[src/rtl/mips_pkg.sv]
// Shared types and constants for the MIPS single-bus memory arbiter.
//   arb_state_t : arbiter FSM states
//   ADDR_W_DEF / DATA_W_DEF : default bus widths
//   BYTE_EN_ALL : all-lanes byteenable; callers truncate it to their lane count
package mips_pkg;

    localparam int unsigned ADDR_W_DEF = 32;
    localparam int unsigned DATA_W_DEF = 32;

    localparam logic [63:0] BYTE_EN_ALL = '1;

    typedef enum logic [1:0] {
        IDLE  = 2'd0,
        BUS_I = 2'd1,
        BUS_D = 2'd2,
        RESP  = 2'd3
    } arb_state_t;

endpackage

[src/rtl/mips_arb_timeout.sv]
// Loadable saturating cycle counter that bounds one bus transfer.
//   clk, reset : clock, synchronous active-high reset
//   clr        : clear the count to zero (highest priority)
//   load       : load load_val
//   load_val   : value for load
//   en         : count this cycle (saturates at LIMIT)
//   hit_c      : combinational; this enabled cycle brings the count to LIMIT
module mips_arb_timeout #(
    parameter  int unsigned LIMIT = 255,
    localparam int unsigned CNT_W = $clog2(LIMIT + 1)
) (
    input  logic             clk,
    input  logic             reset,
    input  logic             clr,
    input  logic             load,
    input  logic [CNT_W-1:0] load_val,
    input  logic             en,
    output logic             hit_c
);

    logic [CNT_W-1:0] count_q;
    logic [CNT_W-1:0] count_d;

    // Next count: clear, then load, then saturating increment.
    always_comb begin
        count_d = count_q;
        if (clr) begin
            count_d = '0;
        end else if (load) begin
            count_d = load_val;
        end else if (en && (count_q < CNT_W'(LIMIT))) begin
            count_d = count_q + CNT_W'(1);
        end
    end

    always_ff @(posedge clk) begin
        if (reset) begin
            count_q <= '0;
        end else begin
            count_q <= count_d;
        end
    end

    // Fires on the enabled cycle whose increment reaches LIMIT.
    assign hit_c = en && (count_q >= CNT_W'(LIMIT - 1));

endmodule

[src/rtl/mips_mem_arbiter.sv]
// Shares one Avalon-MM style memory port between the instruction-fetch
// requester (i_*) and the data requester (d_*). One transfer at a time, data
// has fixed priority, each transfer is bounded by a waitrequest timeout.
//   clk, reset          : clock, synchronous active-high reset
//   i_req/i_addr        : fetch request, held until i_done
//   i_rdata/i_done      : fetched word and one-cycle completion pulse
//   d_read/d_write/...  : data request, held until d_done
//   d_rdata/d_done      : load data and one-cycle completion pulse
//   err                 : pulses with done on timeout or read+write request
//   mem_*               : registered bus master port
module mips_mem_arbiter
    import mips_pkg::*;
#(
    parameter int unsigned ADDR_W  = ADDR_W_DEF,
    parameter int unsigned DATA_W  = DATA_W_DEF,
    parameter int unsigned TIMEOUT = 255
) (
    input  logic                  clk,
    input  logic                  reset,
    input  logic                  i_req,
    input  logic [ADDR_W-1:0]     i_addr,
    output logic [DATA_W-1:0]     i_rdata,
    output logic                  i_done,
    input  logic                  d_read,
    input  logic                  d_write,
    input  logic [ADDR_W-1:0]     d_addr,
    input  logic [DATA_W-1:0]     d_wdata,
    input  logic [DATA_W/8-1:0]   d_byteenable,
    output logic [DATA_W-1:0]     d_rdata,
    output logic                  d_done,
    output logic                  err,
    output logic [ADDR_W-1:0]     mem_address,
    output logic                  mem_read,
    output logic                  mem_write,
    output logic [DATA_W-1:0]     mem_writedata,
    output logic [DATA_W/8-1:0]   mem_byteenable,
    input  logic [DATA_W-1:0]     mem_readdata,
    input  logic                  mem_waitrequest
);

    localparam int unsigned BE_W = DATA_W / 8;
    localparam logic [BE_W-1:0] BE_ALL = BE_W'(BYTE_EN_ALL);

    arb_state_t        state_q,   state_d;
    logic [ADDR_W-1:0] mem_address_q, mem_address_d;
    logic              mem_read_q,    mem_read_d;
    logic              mem_write_q,   mem_write_d;
    logic [DATA_W-1:0] mem_writedata_q, mem_writedata_d;
    logic [BE_W-1:0]   mem_byteenable_q, mem_byteenable_d;
    logic [DATA_W-1:0] i_rdata_q, i_rdata_d;
    logic [DATA_W-1:0] d_rdata_q, d_rdata_d;
    logic              i_done_q,  i_done_d;
    logic              d_done_q,  d_done_d;
    logic              err_q,     err_d;
    logic              illegal_q, illegal_d;

    logic              to_clr_c;
    logic              to_en_c;
    logic              to_hit_c;

    // Counter restarts whenever IDLE launches a transfer; counts stalled bus cycles.
    assign to_clr_c = (state_q == IDLE) && (d_read || d_write || i_req);
    assign to_en_c  = ((state_q == BUS_I) || (state_q == BUS_D)) && mem_waitrequest;

    mips_arb_timeout #(
        .LIMIT (TIMEOUT)
    ) u_timeout (
        .clk      (clk),
        .reset    (reset),
        .clr      (to_clr_c),
        .load     (1'b0),
        .load_val ('0),
        .en       (to_en_c),
        .hit_c    (to_hit_c)
    );

    // Arbitration, bus sequencing and response generation.
    always_comb begin
        state_d          = state_q;
        mem_address_d    = mem_address_q;
        mem_read_d       = mem_read_q;
        mem_write_d      = mem_write_q;
        mem_writedata_d  = mem_writedata_q;
        mem_byteenable_d = mem_byteenable_q;
        i_rdata_d        = i_rdata_q;
        d_rdata_d        = d_rdata_q;
        illegal_d        = illegal_q;
        i_done_d         = 1'b0;
        d_done_d         = 1'b0;
        err_d            = 1'b0;

        case (state_q)
            IDLE: begin
                if (d_read || d_write) begin
                    // A read+write request is served as the write alone.
                    mem_address_d    = d_addr;
                    mem_writedata_d  = d_wdata;
                    mem_byteenable_d = d_byteenable;
                    mem_write_d      = d_write;
                    mem_read_d       = !d_write;
                    illegal_d        = d_read && d_write;
                    state_d          = BUS_D;
                end else if (i_req) begin
                    mem_address_d    = i_addr;
                    mem_byteenable_d = BE_ALL;
                    mem_read_d       = 1'b1;
                    mem_write_d      = 1'b0;
                    illegal_d        = 1'b0;
                    state_d          = BUS_I;
                end
            end

            BUS_I, BUS_D: begin
                if (!mem_waitrequest || to_hit_c) begin
                    mem_read_d  = 1'b0;
                    mem_write_d = 1'b0;
                    state_d     = RESP;
                    err_d       = illegal_q || mem_waitrequest;
                    if (state_q == BUS_I) begin
                        i_done_d = 1'b1;
                        if (!mem_waitrequest) begin
                            i_rdata_d = mem_readdata;
                        end
                    end else begin
                        d_done_d = 1'b1;
                        if (!mem_waitrequest && mem_read_q) begin
                            d_rdata_d = mem_readdata;
                        end
                    end
                end
            end

            RESP: begin
                state_d = IDLE;
            end

            default: begin
                state_d = IDLE;
            end
        endcase
    end

    always_ff @(posedge clk) begin
        if (reset) begin
            state_q          <= IDLE;
            mem_address_q    <= '0;
            mem_read_q       <= 1'b0;
            mem_write_q      <= 1'b0;
            mem_writedata_q  <= '0;
            mem_byteenable_q <= '0;
            i_rdata_q        <= '0;
            d_rdata_q        <= '0;
            i_done_q         <= 1'b0;
            d_done_q         <= 1'b0;
            err_q            <= 1'b0;
            illegal_q        <= 1'b0;
        end else begin
            state_q          <= state_d;
            mem_address_q    <= mem_address_d;
            mem_read_q       <= mem_read_d;
            mem_write_q      <= mem_write_d;
            mem_writedata_q  <= mem_writedata_d;
            mem_byteenable_q <= mem_byteenable_d;
            i_rdata_q        <= i_rdata_d;
            d_rdata_q        <= d_rdata_d;
            i_done_q         <= i_done_d;
            d_done_q         <= d_done_d;
            err_q            <= err_d;
            illegal_q        <= illegal_d;
        end
    end

    assign mem_address    = mem_address_q;
    assign mem_read       = mem_read_q;
    assign mem_write      = mem_write_q;
    assign mem_writedata  = mem_writedata_q;
    assign mem_byteenable = mem_byteenable_q;
    assign i_rdata        = i_rdata_q;
    assign d_rdata        = d_rdata_q;
    assign i_done         = i_done_q;
    assign d_done         = d_done_q;
    assign err            = err_q;

endmodule
[config.mk]
export PLATFORM = sky130hd
export DESIGN_NAME = mips_mem_arbiter
export DESIGN_NICKNAME = d
export VERILOG_FILES = /design/src/rtl/mips_pkg.sv /design/src/rtl/mips_arb_timeout.sv /design/src/rtl/mips_mem_arbiter.sv
export SDC_FILE = /design/constraint.sdc
export NUM_CORES = 1
export LEC_CHECK = 0
export CAP_MARGIN = 20
export CELL_PAD_IN_SITES_DETAIL_PLACEMENT = 0
export CELL_PAD_IN_SITES_GLOBAL_PLACEMENT = 2
export CORE_UTILIZATION = 24
export CTS_BUF_LIST = sky130_fd_sc_hd__clkbuf_2
export DETAILED_ROUTE_END_ITERATION = 6
export GPL_TIMING_DRIVEN = 0
export PLACE_DENSITY_LB_ADDON = 0.08
export SKIP_CTS_REPAIR_TIMING = 1
export SLEW_MARGIN = 20
export SYNTH_ARGS = -nofsm -noshare
export SYNTH_HDL_FRONTEND = slang
export SYNTH_SLANG_ARGS = --single-unit
[constraint.sdc]
create_clock -name clk -period 4.54 [get_ports clk]
set_input_delay 0.681 -clock clk [delete_from_list [all_inputs] [get_ports clk]]
set_output_delay 0.681 -clock clk [all_outputs]
set_load 0.03 [all_outputs]
==> run metrics <==
global-route wire length before repair=32100 um; Power Dens Cells=476 nW/um^2; ys flop type=dfxtp_1; CP max-delay cell=clkdlybuf4s50_1; hpwl dp=15600 um; Simple-Gate Fraction of Synth Area=22.0%; grt ovf=0; vias per cell=4.37; clk sinks=148; most frequent cells after synthesis=nand2_1, dfxtp_1, a21oi_1; WL per Instance=15.6 um; final std cells w/o fill=1334; Final min period=2.49 ns; IO Pins=275; combinational family with the most area after synthesis=simple AND/OR/NAND/NOR gates; CTS tree=done; Die Ht=156 um; core area=22900 sq um; Ys Warns=0; Seq/Total Area, Yosys=52.1%; mapped cell area=5680 sq um; Area growth syn-to-layout=59.2%; fmax=401 MHz; total CTS buffers=17; root buffer cell=clkbuf_2; largest net degree at the start of global routing=17; post-synth cell types=39; Post-synth EDFFs=0; Buf/Inv on CP=1; crit end category=primary output; share of cells above drive strength 1=5.59%; slowest stage delay, CP=0.73 ns; average cell area after synthesis=7.94 sq um; final wirelength=20800 um; # setup viols final=0; # DRC=0; fin crit share=54.9%; cell taking the most area after synthesis=dfxtp_1; syn_nets=859; drt first-iter violations=231; drt pass-1 iters=4; Setup Skew=0.0369 ns; Final nets=1151; RSZ-0062 raised after global routing=no; cell family with most CP delay=buffers and inverters; antenna violations before repair=1; number of global-route vias before repair=5762; Worst EP arrival=1.81 ns; count of input and output buffers=273; full die area=24300 sq um; GRT Overall Usage=17.2%; final hold vios=0; crit path cell chain=clkdlybuf4s50_1; htree depth=4; startpoint types=register; post-synthesis cell count=716; XOR/XNOR share of the synthesized area=0.308%; post-synth top area share=52.1%; setup TNS=0 ns; Core Rows=55; Die X=156 um; Synth Area in Compound Gates=19.3%; Area contributors post-synth=dfxtp_1, nand2_1, a21oi_1; clk slew on worst S/H paths=0.21 ns; CP max FO=2; Max-slew headroom=53.9%; ys async rst share=0%; worst hold path type=primary input to register; post-synthesis mux area share=0.550%; Adder-Cell Fraction of Synth Area=1.10%; flops & latches, synth=148; placed cell count=1302; critical setup path kind=register to primary output; count leader, synth=nand2_1; Vias=5829; max cap viols=0; Worst Tran Pin Value=0.691 ns; CTS max path bufs=2; Placer Congestion=0.737; Initial Utilization=24.8%; Leakage=3.16 nW; Worst-Skew Late Latency=0.71 ns; required time worst endpoint=3.86 ns; Slew Limit Fails=0; Final ANT Viol Nets=0; maximum VDD drop=230 uV; status=completed
[flip-flops by register name, summed over array words and instances, names as in the netlist, 2 cells and up]
name               cells
u_timeout.count_q      8
d_rdata               32
mem_address           32
state_q                2
i_rdata               32
mem_byteenable         4
mem_writedata         32
[layout make-up]
type	instances	area [sq um]
clock buffers	17	85.1
fillers	2451	13900
multi-input cells	504	2460
repair buffers	273	2730
flip-flops and latches	148	2960
well taps	313	392
plain buffers	58	239
diodes	1	2.50
inverters	6	22.5
clock inverters	14	155
[power by group]
part / switching, mW / internal, mW / total [mW] / leakage (nW)
clock network: 0.531 / 0.257 / 0.788 / 0.135
logic: 1.13 / 0.737 / 1.87 / 1.82
registers: 0.120 / 1.53 / 1.65 / 1.21
[per-layer routing]
metal	track usage, %	routed length [um]	up-vias
met5	0	0	-
met4	3.36	121	0
met3	7.81	2010	7
met2	27.0	9130	196
met1	21.6	9590	2633
li1	-	-	2993
[layout by cell type, fill, tap and decap left out, drive strengths merged, types with 2 or more instances in the layout]
master | netlist | final
clkdlybuf4s50 | 0 | 273
nand2 | 228 | 228
dfxtp | 148 | 148
a21oi | 103 | 103
nor2 | 58 | 58
clkbuf | 39 | 56
o21ai | 35 | 35
a311oi | 32 | 32
buf | 19 | 19
inv | 6 | 10
nor3 | 6 | 6
ha | 5 | 5
a211oi | 4 | 4
clkinvlp | 0 | 4
clkinv | 0 | 4
nand3 | 3 | 3
o31ai | 3 | 3
nand2b | 2 | 2
and3 | 2 | 2
nor2b | 2 | 2
xnor2 | 2 | 2
mux2i | 2 | 2
nand3b | 2 | 2
bufinv | 0 | 2
nand4 | 2 | 2
[metrics by stage]
step / util (%) / power (mW) / setup WS, ns / instance area [sq um] / hold slack (ns)
3_5_place_dp: 38.4 / 3.57 / 1.87 / 8810 / 0.448
3_3_place_gp: 38.4 / 3.58 / 1.84 / 8810 / 0.442
2_1_floorplan: - / 2.75 / 2.81 / 5680 / 0.441
6_report: 39.5 / 4.31 / 2.05 / 9050 / 0.335
5_1_grt: 39.5 / 4.61 / 1.85 / 9050 / 0.235
4_1_cts: 39.5 / 4.38 / 1.95 / 9050 / 0.256
[cells by family (layout without fill, tap and decap cells)]
kind of cell,Yosys count,after routing
buf+inv,64,368
compound gates,183,183
mux,3,3
other cells,0,1
fa+ha+maj,5,5
simple gates,311,311
flops,148,148
xor+xnor,2,2
[worst paths after layout]
| check | start | end | slack, ns | cells after the start |
|---|---|---|---|---|
| worst max-delay path | mem_write | mem_write | 2.05 | 1 |
| worst min-delay path | mem_waitrequest | err | 0.33 | 3 |
| worst max register to register | state_q[0] | d_rdata[3] | 2.49 | 7 |
| worst min register to register | i_rdata[29] | i_rdata[29] | 0.47 | 2 |
Note: power is estimated with default switching activity, not from simulation.
